**src/rtl/tile_event_unit.sv**
```systemverilog
// Tile event/wake-up controller: latches accelerator events, wakes the WFE-sleeping core, raises a level irq.
// Optional: define TILE_EVT_BUSY_WAKE_EN to also treat a busy_i 1->0 edge as an end-of-job event on line N_EVT-1.
module tile_event_unit #(
   parameter int unsigned N_EVT             = 2,
   parameter int unsigned WAKE_PULSE_CYCLES = 1,
   parameter int unsigned CNT_W             = 16
) (
   input  logic             clk_i,
   input  logic             rstn_i,
   input  logic [N_EVT-1:0] evt_i,
   input  logic             busy_i,
   input  logic [N_EVT-1:0] evt_mask_i,
   input  logic [N_EVT-1:0] irq_mask_i,
   input  logic             core_sleep_i,
   output logic             wu_wfe_o,
   output logic             irq_o,
   output logic [N_EVT-1:0] pending_o,
   input  logic             clr_valid_i,
   input  logic [N_EVT-1:0] clr_mask_i,
   output logic             clr_ready_o,
   output logic [CNT_W-1:0] evt_cnt_o
);

   localparam int unsigned PW = $clog2(WAKE_PULSE_CYCLES + 1);

   typedef enum logic [1:0] {
      ST_RUN,
      ST_SLEEP,
      ST_WAKE
   } state_e;

   state_e           state_q, state_d;
   logic [PW-1:0]    pulse_q, pulse_d;
   logic [N_EVT-1:0] pending_q, pending_d;
   logic [N_EVT-1:0] evt_set;
   logic [N_EVT-1:0] clr_bits;
   logic [CNT_W-1:0] cnt_q;
   logic             irq_q;
   logic             wu_q;
   logic             ready_q;
   logic             wake;
   logic             clr_hs;

`ifdef TILE_EVT_BUSY_WAKE_EN
   logic busy_q;
   logic busy_fall;

   always_ff @(posedge clk_i or negedge rstn_i) begin
      if (!rstn_i) busy_q <= 1'b0;
      else         busy_q <= busy_i;
   end

   assign busy_fall = busy_q & ~busy_i;

   // NOTE: every always_comb output gets a default first so no path leaves it unassigned (no latch).
   always_comb begin
      evt_set            = evt_i;
      evt_set[N_EVT-1]   = evt_i[N_EVT-1] | busy_fall;
   end
`else
   logic unused_busy;
   assign unused_busy = busy_i;
   assign evt_set     = evt_i;
`endif

   // Clear only on a real handshake; a same-cycle event on the bit still wins.
   assign clr_hs    = clr_valid_i & ready_q;
   assign clr_bits  = clr_hs ? clr_mask_i : '0;
   assign pending_d = (pending_q & ~clr_bits) | evt_set;
   assign wake      = |(pending_q & evt_mask_i);

   always_comb begin
      state_d = state_q;
      pulse_d = pulse_q;
      case (state_q)
         ST_RUN: begin
            if (core_sleep_i) state_d = ST_SLEEP;
         end
         ST_SLEEP: begin
            if (wake) begin
               state_d = ST_WAKE;
               pulse_d = PW'(WAKE_PULSE_CYCLES);
            end else if (!core_sleep_i) begin
               state_d = ST_RUN;
            end
         end
         ST_WAKE: begin
            if (pulse_q > PW'(1)) begin
               pulse_d = pulse_q - 1'b1;
            end else begin
               pulse_d = '0;
               state_d = core_sleep_i ? ST_SLEEP : ST_RUN;
            end
         end
         default: begin
            state_d = ST_RUN;
            pulse_d = '0;
         end
      endcase
   end

   // NOTE: sequential state uses non-blocking assignments so all registers update from pre-edge values.
   always_ff @(posedge clk_i or negedge rstn_i) begin
      if (!rstn_i) begin
         state_q   <= ST_RUN;
         pulse_q   <= '0;
         pending_q <= '0;
         cnt_q     <= '0;
         irq_q     <= 1'b0;
         wu_q      <= 1'b0;
         ready_q   <= 1'b0;
      end else begin
         state_q   <= state_d;
         pulse_q   <= pulse_d;
         pending_q <= pending_d;
         irq_q     <= |(pending_q & irq_mask_i);
         wu_q      <= (state_d == ST_WAKE) && (pulse_d != '0);
         ready_q   <= (state_d != ST_WAKE);
         if (|evt_set && (cnt_q != '1)) cnt_q <= cnt_q + 1'b1;
      end
   end

   assign wu_wfe_o    = wu_q;
   assign irq_o       = irq_q;
   assign pending_o   = pending_q;
   assign clr_ready_o = ready_q;
   assign evt_cnt_o   = cnt_q;

endmodule

```
**config.mk**
```make
export PLATFORM = sky130hd
export DESIGN_NAME = tile_event_unit
export DESIGN_NICKNAME = d
export VERILOG_FILES = /design/src/rtl/tile_event_unit.sv
export SDC_FILE = /design/constraint.sdc
export NUM_CORES = 1
export LEC_CHECK = 0
export BUFFER_PORTS_ARGS = -buffer_cell sky130_fd_sc_hd__buf_2
export CAP_MARGIN = 10
export CELL_PAD_IN_SITES_DETAIL_PLACEMENT = 1
export CELL_PAD_IN_SITES_GLOBAL_PLACEMENT = 1
export CORE_MARGIN = 5
export CORE_UTILIZATION = 35
export CTS_BUF_LIST = sky130_fd_sc_hd__clkbuf_8
export DETAILED_ROUTE_END_ITERATION = 6
export GPL_TIMING_DRIVEN = 0
export PLACE_DENSITY = 0.69
export SKIP_CTS_REPAIR_TIMING = 1
export SLEW_MARGIN = 20
export SYNTH_ARGS = -nofsm -noshare
export SYNTH_HDL_FRONTEND = slang
export SYNTH_SLANG_ARGS = --single-unit
export TNS_END_PERCENT = 10
```
**constraint.sdc**
```tcl
create_clock -name clk_i -period 3.11 [get_ports clk_i]
set_input_delay 0.933 -clock clk_i [delete_from_list [all_inputs] [get_ports clk_i]]
set_output_delay 0.933 -clock clk_i [all_outputs]
set_load 0.05 [all_outputs]
```
======== After elaboration in Yosys (flattened, before gate mapping) ========
Cells that the tools add are included.
word-level totals
  input bits .............................. 13
  logic and storage cells ................. 37
  output and inout port bits .............. 21
  register bits ........................... 24
cells by class
  eq/ne operators ......................... 5
  bitwise logic cells ..................... 6
  multiplexer cells ....................... 10
  order comparisons ....................... 1
  reductions and logical operators ........ 6
  add/subtract/negate cells ............... 2
operators with widths
  cell                   count
  $add 16x1->16 const B  1
  $ne 16x16->1 const B   1
  $mux 2                 5
  $and 2x2->2            3
  $pmux 2 s3             1
  $reduce_or 2->1        3
  $eq 2x2->1 const B     2
  $mux 1                 3
  $pmux 1 s3             1
  $eq 2x1->1 const B     1
  $logic_and 1x1->1      2
  $logic_not 2->1        1
  $ne 2x2->1 const B     1
  $not 2->2              1
  $or 2x2->2             1
  $and 1x1->1            1
  $gt 1x1->1 const B     1
  $sub 1x1->1 const B    1

======== Depth between registers and ports, before layout ========
  depth after elaboration ................. 6
  depth in mapped cells ................... 5
  depth with buffers taken out ............ 5

======== Worst setup path before layout ========
Ideal clock, no wire load.
  kind .................................... reg-to-reg
  start point ............................. register cnt_q[0], in the netlist evt_cnt_o[0]
  end point ............................... register cnt_q[12], in the netlist evt_cnt_o[12]
  setup time .............................. 0.127 ns
  clock period less this slack ............ 2.098 ns
  buffers on the path ..................... 0
  data arrival time ....................... 1.970 ns
  path slack .............................. 1.012 ns
  cell stages (with the launch flop) ...... 6
  data required time ...................... 2.983 ns
  cell sequence ........................... dfrtp_1 -> ha_1 -> nand4_1 -> nor3_1 -> and3_1 -> mux2_1
on the way
  longest elaborated chain between the ends .. 2
  elaborated cells between the ends (all ways) .. 3
  classes of those cells .................. add/sub: 1; eq/ne: 1; reduce/logical: 1
RTL lines
  element                                                RTL line  source
  start, declared                                        37        logic [CNT_W-1:0] cnt_q;
  start signal, assigned                                 119       if (|evt_set && (cnt_q != '1)) cnt_q <= cnt_q + 1'b1;
  branches (longest 2 deep; another with $add 16x1->16)  -
Several ways; the timed one is not identified.
A chain may end at the register's enable or synchronous reset.

======== Worst setup path after layout ========
  start point ............................. register cnt_q[13], in the netlist evt_cnt_o[13]
  end point ............................... output port evt_cnt_o[13]
RTL lines
  element        RTL line  source
  end, declared  21        output logic [CNT_W-1:0] evt_cnt_o
No word-level cell between the ends.

==> results.md <==
* Clk pwr share at 15.6%
* Outcome: finished, final reports clean
* Fillers at between 300 and 400
* Final number of setup-violating endpoints at 0
* Detail Placement HPWL at between 1.5 and 2 mm
* CTS max path bufs at 2
* Die W at approximately 65 microns
* Sw power at 0.0006087 W
* CP Buf/Inv Count at 1
* Delay of the slowest critical-path stage at 0.48 ns
* Int Power at 0.0006133 W
* Mux contribution to synthesized area at 2.494%
* Worst path cell trace: buf_2
* Gr busiest metal: met2
* Final min period at 1.998 ns
* Final instance area at 0.001304 sq mm
* Syn Nets at 103
* Later-pin clock latency in the skew report at around 0.27 ns
* Routed WL per cell at 15.25 microns
* Sequential share of power at 40.1%
* P per Cell Area at 937.3 mW/mm^2
* CP Max Fanout at 6
* GPL Wtd Cong at 0.7428
* Vias in the first global route at 930
* Vias per cell at about 5.2
* Layout cells sized above 1 at 33.60%
* Yosys cell types at 29
* Initial antenna violation count at 0
* Peak supply drop at 578.6 uV
* Pins Over Slew Limit at 0
* Hold Path End: wu_wfe_o
* Arrival @ worst endpoint at 1.07 ns
* Most frequent cells in the layout: buf_2 (32), dfrtp_1 (23), xor2_1 (9)
* Comb pwr share at between 40% and 50%
* Setup TNS at 0 ns
* Kind of critical path: reg -> out
* M3 GR Usage at 3.293%
* Syn. warnings at 0
* Hold depth at 1
* Vias at 826
* Core area at 0.002978 sq mm
* Final Instance Count excl. Fillers at roughly 160
* Antenna diode count at 0
* Setup WS pre-CTS at 0.8774 ns
* TritonCTS Buffers at 3
* Drt first pass iters at 3
* Worst slew margin at 57.88%
* FF-to-FF End: evt_cnt_o[12]
* Root Buffer: clkbuf_8
* Clock sink count at 23
* RSZ-0062 raised after global routing: false
* Flops & latches, synth at 23
* Mapped Cells at 89
* Area after DPL at 0.001255 sq mm
* Peak Freq at 0.5004 GHz
* Synth-to-Final Area Change at 23.75%
* DRT Wirelength at roughly 2.4 mm
* Initial drt markers at 15
* Compound-gate portion of the synthesized area at roughly 5.8%
* Simple-gate share of the synthesized area at 24.70%
* Commonest non-fill, non-tap cell in the layout: buf_2
* Slew @ Worst Pin at 0.6295 ns
* Mapped cell area at 0.001054 sq mm
* RR Startpoint: evt_cnt_o[0]
* CTS tree: done
* Largest net degree at the start of global routing at 24
* Routed Antenna Nets at 0
* CP endpoint kind: output port
* Worst path top cell family by delay: flip-flops
* Worst Hold Launch: state_q[1]
* Number of remaining DRC errors at 0
* Final layout net count at 140
* Final Skew at 0.001855 ns
* Worst path depth at 1
* Leakage at 0.6089 nW
* XOR/XNOR share of the synthesized area at 10.81%
* Met1 Usage GRT at 15.85%
* Total global routing overflow at 0
* Largest family of logic cells by synthesized area: simple AND/OR/NAND/NOR gates
* GR Layer Usage met2 at between 20 and 25%
* Required time worst endpoint at approximately 2.2 ns
* Full die area at 0.004207 sq mm
* First-pass GRT wire length at 4.333 mm
* # IOs at 34
* Slowest CP cell: dfrtp_1
* Sw frac at between 40 and 50%
* Fin crit share at between 60% and 70%
* Flop2flop setup slack at 1.15 ns
* Port bufs at 32
* Min setup slack post-route at between 1 and 1.5 ns
* Reg clk slew, reported paths at 0.08 ns
* Global Route Usage Sum at roughly an eighth
* Register area share after synthesis at 54.63%
* Fin. Hold Viols at 0
* Cells after DPL at about 150
* Startpoint Class: flop
* Die H at 64.87 microns
* Max-cap viol count at 0
* Rows at 20
* Hold Crit Class: reg -> reg
* Htree depth at 1
* Adder-cell share of the synthesized area at 1.188%
* Synth Area per Inst at roughly 12 sq um
* Initial Util at between 30 and 40%
* Hold slack at 0.4597 ns
* Reg2Reg Depth at 5
per-stage QoR:
step	utilization, %	total power [W]
final	43.78	0.001222
after global routing	43.78	0.001295
after CTS	43.78	0.001242
after detailed placement	42.14	0.001042
after global placement	42.14	0.001028
after floorplan	-	0.0008947
worst register-to-register path, delay by kind of cell (launching register included):
family | cells | cell delay [ns]
adder cells (fa/ha/maj) | 1 | 0.23
flip-flops | 1 | 0.42
multiplexers | 1 | 0.32
AND/OR/NAND/NOR | 3 | 0.88
routing by layer:
| metal | routed length [microns] | share of wire [%] | up-vias |
|---|---|---|---|
| li1 | - | - | 399 |
| met1 | 1043 | 43 | 404 |
| met2 | 1205 | 50 | 19 |
| met3 | 130 | 5.4 | 4 |
| met4 | 31 | 1.3 | 0 |
| met5 | 0 | 0 | - |
cells by family after synthesis:
family                   count (synthesis)
flip-flops                              23
buffers and inverters                    1
AND/OR/NAND/NOR                         41
AO/OA/AOI/OAI                            8
adder cells (fa/ha/maj)                  1
XOR/XNOR                                13
multiplexers                             2
worst max path at each step:
stage,startpoint,endpoint
after detailed placement,evt_i[0],evt_cnt_o[12]
after global placement,evt_i[0],evt_cnt_o[12]
after floorplan,evt_cnt_o[0],evt_cnt_o[12]
final,evt_cnt_o[13],evt_cnt_o[13]
after global routing,evt_cnt_o[0],evt_cnt_o[12]
after CTS,evt_cnt_o[13],evt_cnt_o[13]
area by class of cell:
type,count,area (sq um),share of cell area (%)
Sequential cell,23,575.6,44.15
Multi-Input combinational cell,65,474.2,36.37
Timing Repair Buffer,32,160.2,12.28
Clock buffer,3,41.29,3.167
Tap cell,33,41.29,3.167
Clock inverter,1,7.507,0.5758
Inverter,1,3.754,0.2879
sequential cells by signal, indices dropped and copies added, names as in the netlist:
| register | count |
|---|---|
| evt_cnt_o | 16 |
| clr_ready_o | 1 |
| irq_o | 1 |
| wu_wfe_o | 1 |
| pending_o | 2 |
| state_q | 2 |
cells in the mapped netlist:
library cell	count	area [sq um]
nor3_1	5	25.02
xor2_1	9	78.83
xnor2_1	4	35.03
a22o_1	2	17.52
or2_2	1	6.260
and4_1	1	8.760
nand3_1	8	40.04
nand4_4	1	21.27
nand2_1	6	22.52
nand2b_1	1	6.260
nor2_1	3	11.26
o21ai_0	1	5.000
mux2_1	1	11.26
ha_1	1	12.51
nor3b_1	1	7.510
nand4_1	4	25.02
and3_1	4	25.02
o311ai_0	1	8.760
a21o_1	2	15.01
dfrtp_1	23	575.6
o211ai_1	1	7.510
o21a_1	1	7.510
mux2_4	1	15.01
nor4_4	1	21.27
nor4_2	1	12.51
nor2_2	1	6.260
nor4b_1	1	8.760
inv_1	1	3.750
nor4_1	2	12.51
power groups by stage:
stage                     clock network, W  logic (W)  registers (W)
final                             0.000190   0.000542       0.000490
after global routing              0.000214   0.000572       0.000510
after CTS                         0.000203   0.000549       0.000491
after detailed placement                 0   0.000545       0.000496
after global placement                   0   0.000539       0.000488
after floorplan                          0   0.000144       0.000751
No activity file was read; power rests on OpenSTA's default activity.
